### src/rtl/alu_seq.sv
// alu_seq: sequential ALU with single-cycle logic/arithmetic ops and iterative
// shift-add multiply / restoring divide (one bit per clock).
`default_nettype none

module alu_seq #(
  parameter int WIDTH = 32
) (
  input  logic             clk,
  input  logic             rst,
  input  logic             start,
  input  logic [2:0]       op,
  input  logic [WIDTH-1:0] A,
  input  logic [WIDTH-1:0] B,
  output logic [WIDTH-1:0] result,
  output logic [WIDTH-1:0] result_hi,
  output logic             busy,
  output logic             done,
  output logic             zero,
  output logic             dbz
);

  localparam int CNT_W = $clog2(WIDTH) + 1;

  localparam logic [2:0] OP_ADD  = 3'b000;
  localparam logic [2:0] OP_SUB  = 3'b001;
  localparam logic [2:0] OP_AND  = 3'b010;
  localparam logic [2:0] OP_OR   = 3'b011;
  localparam logic [2:0] OP_XOR  = 3'b100;
  localparam logic [2:0] OP_SLT  = 3'b101;
  localparam logic [2:0] OP_MULU = 3'b110;
  localparam logic [2:0] OP_DIVU = 3'b111;

  typedef enum logic [1:0] {
    IDLE = 2'd0,
    RUN  = 2'd1,
    DONE = 2'd2
  } state_t;

  state_t           state;
  logic             is_div;
  logic [WIDTH-1:0] acc_hi;   // partial product high half / partial remainder
  logic [WIDTH-1:0] acc_lo;   // multiplier being shifted out / quotient shifting in
  logic [WIDTH-1:0] opnd;     // multiplicand or divisor
  logic [CNT_W-1:0] cnt;

  logic [WIDTH-1:0] alu_res;
  logic [WIDTH:0]   mul_sum;
  logic [WIDTH:0]   div_shift;
  logic [WIDTH:0]   div_diff;
  logic [WIDTH-1:0] step_hi;
  logic [WIDTH-1:0] step_lo;
  logic             iterative;

  always_comb begin
    alu_res = '0;
    case (op)
      OP_ADD:  alu_res = A + B;
      OP_SUB:  alu_res = A - B;
      OP_AND:  alu_res = A & B;
      OP_OR:   alu_res = A | B;
      OP_XOR:  alu_res = A ^ B;
      OP_SLT:  alu_res = {{(WIDTH-1){1'b0}}, ($signed(A) < $signed(B))};
      OP_MULU: alu_res = '0;
      OP_DIVU: alu_res = '1;
      default: alu_res = '0;
    endcase
  end

  assign iterative = (op == OP_MULU) || ((op == OP_DIVU) && (B != '0));

  // One iteration step; the divide borrow (MSB of div_diff) selects restore.
  always_comb begin
    mul_sum   = {1'b0, acc_hi} + (acc_lo[0] ? {1'b0, opnd} : '0);
    div_shift = {acc_hi, acc_lo[WIDTH-1]};
    div_diff  = div_shift - {1'b0, opnd};
    step_hi   = '0;
    step_lo   = '0;
    if (is_div) begin
      if (!div_diff[WIDTH]) begin
        step_hi = div_diff[WIDTH-1:0];
        step_lo = {acc_lo[WIDTH-2:0], 1'b1};
      end else begin
        step_hi = div_shift[WIDTH-1:0];
        step_lo = {acc_lo[WIDTH-2:0], 1'b0};
      end
    end else begin
      step_hi = mul_sum[WIDTH:1];
      step_lo = {mul_sum[0], acc_lo[WIDTH-1:1]};
    end
  end

  always_ff @(posedge clk or negedge rst) begin
    if (!rst) begin
      state     <= IDLE;
      is_div    <= 1'b0;
      acc_hi    <= '0;
      acc_lo    <= '0;
      opnd      <= '0;
      cnt       <= '0;
      result    <= '0;
      result_hi <= '0;
      busy      <= 1'b0;
      done      <= 1'b0;
      zero      <= 1'b0;
      dbz       <= 1'b0;
    end else begin
      done <= 1'b0;
      case (state)
        RUN: begin
          acc_hi <= step_hi;
          acc_lo <= step_lo;
          cnt    <= cnt + 1'b1;
          if (cnt == CNT_W'(WIDTH - 1)) begin
            state     <= DONE;
            busy      <= 1'b0;
            done      <= 1'b1;
            result    <= step_lo;
            result_hi <= step_hi;
            zero      <= (step_lo == '0);
            dbz       <= 1'b0;
          end
        end
        default: begin
          if (start) begin
            if (iterative) begin
              state  <= RUN;
              busy   <= 1'b1;
              is_div <= op[0];
              opnd   <= B;
              acc_hi <= '0;
              acc_lo <= A;
              cnt    <= '0;
            end else begin
              state     <= DONE;
              done      <= 1'b1;
              result    <= alu_res;
              result_hi <= (op == OP_DIVU) ? A : '0;
              zero      <= (alu_res == '0);
              dbz       <= (op == OP_DIVU);
            end
          end else begin
            state <= IDLE;
          end
        end
      endcase
    end
  end

endmodule

`default_nettype wire

### config.mk
export PLATFORM = sky130hd
export DESIGN_NAME = alu_seq
export DESIGN_NICKNAME = d
export VERILOG_FILES = /design/src/rtl/alu_seq.sv
export SDC_FILE = /design/constraint.sdc
export NUM_CORES = 1
export LEC_CHECK = 0
export CAP_MARGIN = 0
export CORE_MARGIN = 2
export CORE_UTILIZATION = 25
export DETAILED_ROUTE_END_ITERATION = 8
export DONT_BUFFER_PORTS = 1
export RECOVER_POWER = 100
export SLEW_MARGIN = 20
export SYNTH_ARGS = -nofsm -noshare
export SYNTH_HDL_FRONTEND = slang
export SYNTH_SLANG_ARGS = --single-unit
### constraint.sdc
create_clock -name clk -period 7.1 [get_ports clk]
set_input_delay 1.065 -clock clk [delete_from_list [all_inputs] [get_ports clk]]
set_output_delay 1.065 -clock clk [all_outputs]
set_load 0.02 [all_outputs]
==> impl_metrics.xml <==
<?xml version="1.0" encoding="UTF-8"?>
<metrics>
  <group name="sta">
    <metric name="finalHoldViolCount" unit="">0</metric>
    <metric name="report.final.setup_viol" unit="">0</metric>
    <metric name="max_transition_viols_final" unit="">139</metric>
    <metric name="post-route-period-util" unit="%">74.7</metric>
    <metric name="clock-skew-final" unit="ns">0.0122</metric>
    <metric name="setup_repair_after_global_routing_missed_its_margin" unit="">no</metric>
    <metric name="period_minus_slack" unit="ns">5.30</metric>
    <metric name="slew-limit-headroom" unit="%">-32.9</metric>
    <metric name="fmax" unit="MHz">189</metric>
    <metric name="worst-slew-pin-transition" unit="ns">1.99</metric>
    <metric name="finalSetupTns" unit="ns">0</metric>
  </group>
  <group name="synth">
    <metric name="post-synth-top-area-fraction" unit="%">25.1</metric>
    <metric name="postSynthNetCount" unit="">2489</metric>
    <metric name="synth.distinct_cells" unit="">101</metric>
    <metric name="yosys.area.top_type" unit="">dfrtp_1</metric>
    <metric name="sequential_area_share_after_synthesis" unit="%">25.1</metric>
    <metric name="number_of_synthesized_flops_with_an_enable_pin" unit="">0</metric>
    <metric name="synthesis.area" unit="um2">17200</metric>
    <metric name="synth_cells" unit="">2254</metric>
    <metric name="synth_area_per_cell" unit="um2">7.64</metric>
    <metric name="synthesis.yosys.warnings" unit="">0</metric>
    <metric name="yosys_most_used_dff" unit="">dfrtp_1</metric>
    <metric name="ys_async_sr_fraction" unit="%">100</metric>
    <metric name="ys_seq_elements" unit="">173</metric>
    <metric name="post_synth_main_area_contributors" unit="">dfrtp_1, ha_1, nand2_1, a21oi_1, o21ai_0</metric>
  </group>
  <group name="floorplanning">
    <metric name="num_io_pins" unit="">138</metric>
    <metric name="die_width" unit="um">266</metric>
    <metric name="die_h" unit="um">266</metric>
    <metric name="floorplan.die_area" unit="um2">71000</metric>
    <metric name="floorplan.core_area" unit="um2">68300</metric>
    <metric name="initial_utilization" unit="%">25.2</metric>
    <metric name="fp-row-count" unit="">96</metric>
  </group>
  <group name="finish">
    <metric name="filler_cell_count" unit="">7417</metric>
    <metric name="layout_cells_sized_above_1" unit="%">4.91</metric>
    <metric name="share_of_the_core_filled_with_cells" unit="%">27.1</metric>
    <metric name="area_growth_syn_to_layout" unit="%">7.71</metric>
    <metric name="antenna_cells_inserted" unit="">0</metric>
    <metric name="final_layout_net_count" unit="">2404</metric>
  </group>
  <group name="setup_path">
    <metric name="crit_path_max_incr_delay" unit="ns">0.56</metric>
    <metric name="timing.critical_path.max_delay_family" unit="">compound AO/OA/AOI/OAI gates</metric>
    <metric name="crit_path_cell_trace" unit="">inv_1, ha_1, inv_1, fa_1, a211oi_1, nor2_2, o21ai_0, o31ai_1, a41o_1, a311oi_1, o21a_1, o211ai_4, buf_4, mux2_1, nor4_1, a21oi_1, o21ai_1</metric>
    <metric name="critical_path_class" unit="">reg2reg</metric>
    <metric name="setup.reg_to_reg.worst_slack" unit="ns">1.80</metric>
    <metric name="worstPathRequired" unit="ns">7.50</metric>
    <metric name="crit_path_start_kind" unit="">flip-flop</metric>
    <metric name="critical_path.n_buffers_inverters" unit="">3</metric>
    <metric name="r2r-start" unit="">acc_lo[31]</metric>
    <metric name="worst_ep_arrival_time" unit="ns">5.70</metric>
    <metric name="cp_max_fo" unit="">38</metric>
    <metric name="cp-end-kind" unit="">flip-flop</metric>
    <metric name="worstSetupStartpoint" unit="">acc_lo[31]</metric>
    <metric name="critical_path.most_common_cell" unit="">inv_1</metric>
    <metric name="critical-path-slowest-cell" unit="">a311oi_1</metric>
  </group>
  <group name="pwr">
    <metric name="internal_power" unit="mW">3.30</metric>
    <metric name="power.total" unit="mW">6.22</metric>
    <metric name="switching_power" unit="mW">2.92</metric>
    <metric name="power.sequential.fraction" unit="%">30.1</metric>
    <metric name="max-vdd-ir-drop" unit="V">0.000285</metric>
    <metric name="share_comb_of_total_power" unit="%">52.3</metric>
    <metric name="power.leakage" unit="nW">8.26</metric>
    <metric name="power.density" unit="nW/um2">335</metric>
    <metric name="pwr-share-clk" unit="%">17.6</metric>
    <metric name="power.share.switching" unit="%">47.0</metric>
  </group>
  <group name="place">
    <metric name="detailedPlacementHpwl" unit="um">52200</metric>
    <metric name="io_buffer_count" unit="">0</metric>
    <metric name="routability_congestion_estimate_from_global_placement" unit="">0.955</metric>
  </group>
  <group name="grt">
    <metric name="aggregate_global_routing_overflow" unit="">0</metric>
    <metric name="grt_first_pass_wirelength" unit="um">102000</metric>
    <metric name="grt_util_all_layers" unit="%">19.0</metric>
    <metric name="number_of_global_route_vias_before_repair" unit="">15901</metric>
    <metric name="grt_antenna_before_repair" unit="">2</metric>
    <metric name="largest_net_degree_at_the_start_of_global_routing" unit="">174</metric>
  </group>
  <group name="clock_network">
    <metric name="tritoncts_clock_tree" unit="">built</metric>
    <metric name="cts.path.max_buffers" unit="">2</metric>
    <metric name="cts.hold.buffers_added" unit="">0</metric>
    <metric name="cts_root_buffer" unit="">clkbuf_16</metric>
    <metric name="tritoncts.num_buffers" unit="">17</metric>
    <metric name="worstSkewPairLatency" unit="ns">0.47</metric>
    <metric name="clk_pin_slew_worst_paths" unit="ns">0.07</metric>
    <metric name="resized_gates_after_cts" unit="">0</metric>
    <metric name="cts.htree.levels" unit="">4</metric>
    <metric name="post-cts-setup-buffer-count" unit="">0</metric>
    <metric name="cts.sinks" unit="">173</metric>
  </group>
  <group name="drt">
    <metric name="remaining_drc_errors" unit="">0</metric>
    <metric name="1st_pass_router_iterations" unit="">6</metric>
    <metric name="via_per_inst" unit="">5.51</metric>
    <metric name="avgRoutedWirePerCell" unit="um">22.3</metric>
    <metric name="drt-total-wl" unit="um">68300</metric>
    <metric name="drt_first_iter_violations" unit="">1622</metric>
    <metric name="drtAntennaViolNets" unit="">0</metric>
    <metric name="detailroute.via_count" unit="">16854</metric>
  </group>
  <group name="run_status">
    <metric name="outcome" unit="">finished with violations</metric>
    <metric name="violations" unit="">capacitance limit, slew limit</metric>
  </group>
  <group name="worst_hold_path">
    <metric name="hp-class" unit="">in2async</metric>
  </group>
  <group name="flow_run">
    <metric name="max_cap_check_violation_count" unit="">4</metric>
  </group>
</metrics>
## cell families (layout without fill, tap and decap cells)
kind of cell,after synthesis,after routing,synth area share (%)
simple gates,766,766,20.4
compound gates,750,750,29.0
buf+inv,277,201,6.45
flops,173,173,25.1
fa+ha+maj,165,165,12.2
xor+xnor,64,64,3.26
mux,59,59,3.58
## cells in the mapped netlist, types with 10 or more instances
cell type,instances
a211o_1,10
a211oi_1,47
a21o_1,59
a21oi_1,186
a31oi_1,67
and2_1,51
and3_1,12
buf_1,10
buf_2,14
clkbuf_1,95
dfrtp_1,173
ha_1,161
inv_1,148
mux2_2,12
mux2i_1,42
nand2_1,322
nand2b_1,22
nand3_1,37
nand4_1,20
nor2_1,179
nor2b_1,38
nor3_1,28
nor4_1,20
o211ai_1,16
o21a_1,18
o21ai_0,147
o21ai_1,18
o21bai_1,13
o31ai_1,28
xnor2_1,47
xor2_1,17
## cell type report
class	instances	area [um2]	area share [%]
inverters	151	567	3.06
well taps	882	1100	5.95
clock inverters	9	185	0.999
clock buffers	19	453	2.44
repair buffers	22	163	0.877
multi-input cells	1804	11700	63.3
flip-flops and latches	173	4330	23.4
## routing by layer
layer	vias to the layer above	track usage, %	wire length (um)
li1	7885	-	-
met1	8086	24.4	28100
met4	4	7.03	2520
met2	761	29.9	30600
met5	-	0	25
met3	118	5.65	7090
## power groups by stage
stage	clock network, mW	logic, mW	registers (mW)
4_1_cts	1.10	3.27	1.87
3_3_place_gp	0	3.23	1.89
3_5_place_dp	0	3.25	1.89
5_1_grt	1.14	3.59	1.92
6_report	1.09	3.25	1.87
2_1_floorplan	0	2.63	1.67
## placed cells by master, fill, tap and decap left out, types with 7 or more instances in the layout
master     Yosys  final
a211o_1       10     10
a211oi_1      47     48
a21boi_0       9      9
a21o_1        59     59
a21oi_1      186    186
a311oi_1       7      8
a31oi_1       67     67
and2_1        51     51
and3_1        12     12
buf_4          0     17
clkbuf_16      0     17
dfrtp_1      173    172
ha_1         161    161
inv_1        148    149
mux2_2        12     12
mux2i_1       42     42
nand2_1      322    321
nand2b_1      22     21
nand3_1       37     37
nand4_1       20     20
nor2_1       179    175
nor2_2         3      7
nor2b_1       38     37
nor3_1        28     28
nor4_1        20     20
o211ai_1      16     17
o21a_1        18     19
o21ai_0      147    155
o21ai_1       18     11
o21bai_1      13     13
o22ai_1        8      9
o31ai_1       28     29
or3_1          7      7
xnor2_1       47     47
xor2_1        17     17
## state kept, by name, summed over array words and instances (netlist names)
signal and cells:
is_div 1, result 32, result_hi 32, busy 1, zero 1, acc_hi 32, done 1, opnd 32
state 2, dbz 1, acc_lo 32, cnt 6
## stage by stage
step                hold WS [ns]  setup slack, ns  std cells  cell area (um2)
floorplan                  0.443             3.19       2254            17200
global placement           0.470             2.28       3032            18000
detailed placement         0.476             2.28       3032            18000
CTS                        0.284             2.56       3060            18600
global route               0.287             1.43       3060            18500
finish                     0.304             1.80       3060            18500
## worst paths after layout
check,to,depth (start not counted)
worst max-delay path,zero,17
worst min-delay path,result_hi[25],0
worst max register to register,zero,17
worst min register to register,cnt[5],1
max in group asynchronous,result[12],0
min in group clk,cnt[5],1
## worst reg2reg max path: cells and delay by family, from the launching register on
family / cells / cell delay [ns]
AOI/OAI and AO/OA: 9 / 2.57
adders and majority gates: 2 / 0.63
and+or+nand+nor: 2 / 0.60
buffers and inverters: 3 / 0.55
muxes: 1 / 0.46
DFF: 1 / 0.41
(Power assumes the default switching activity.)
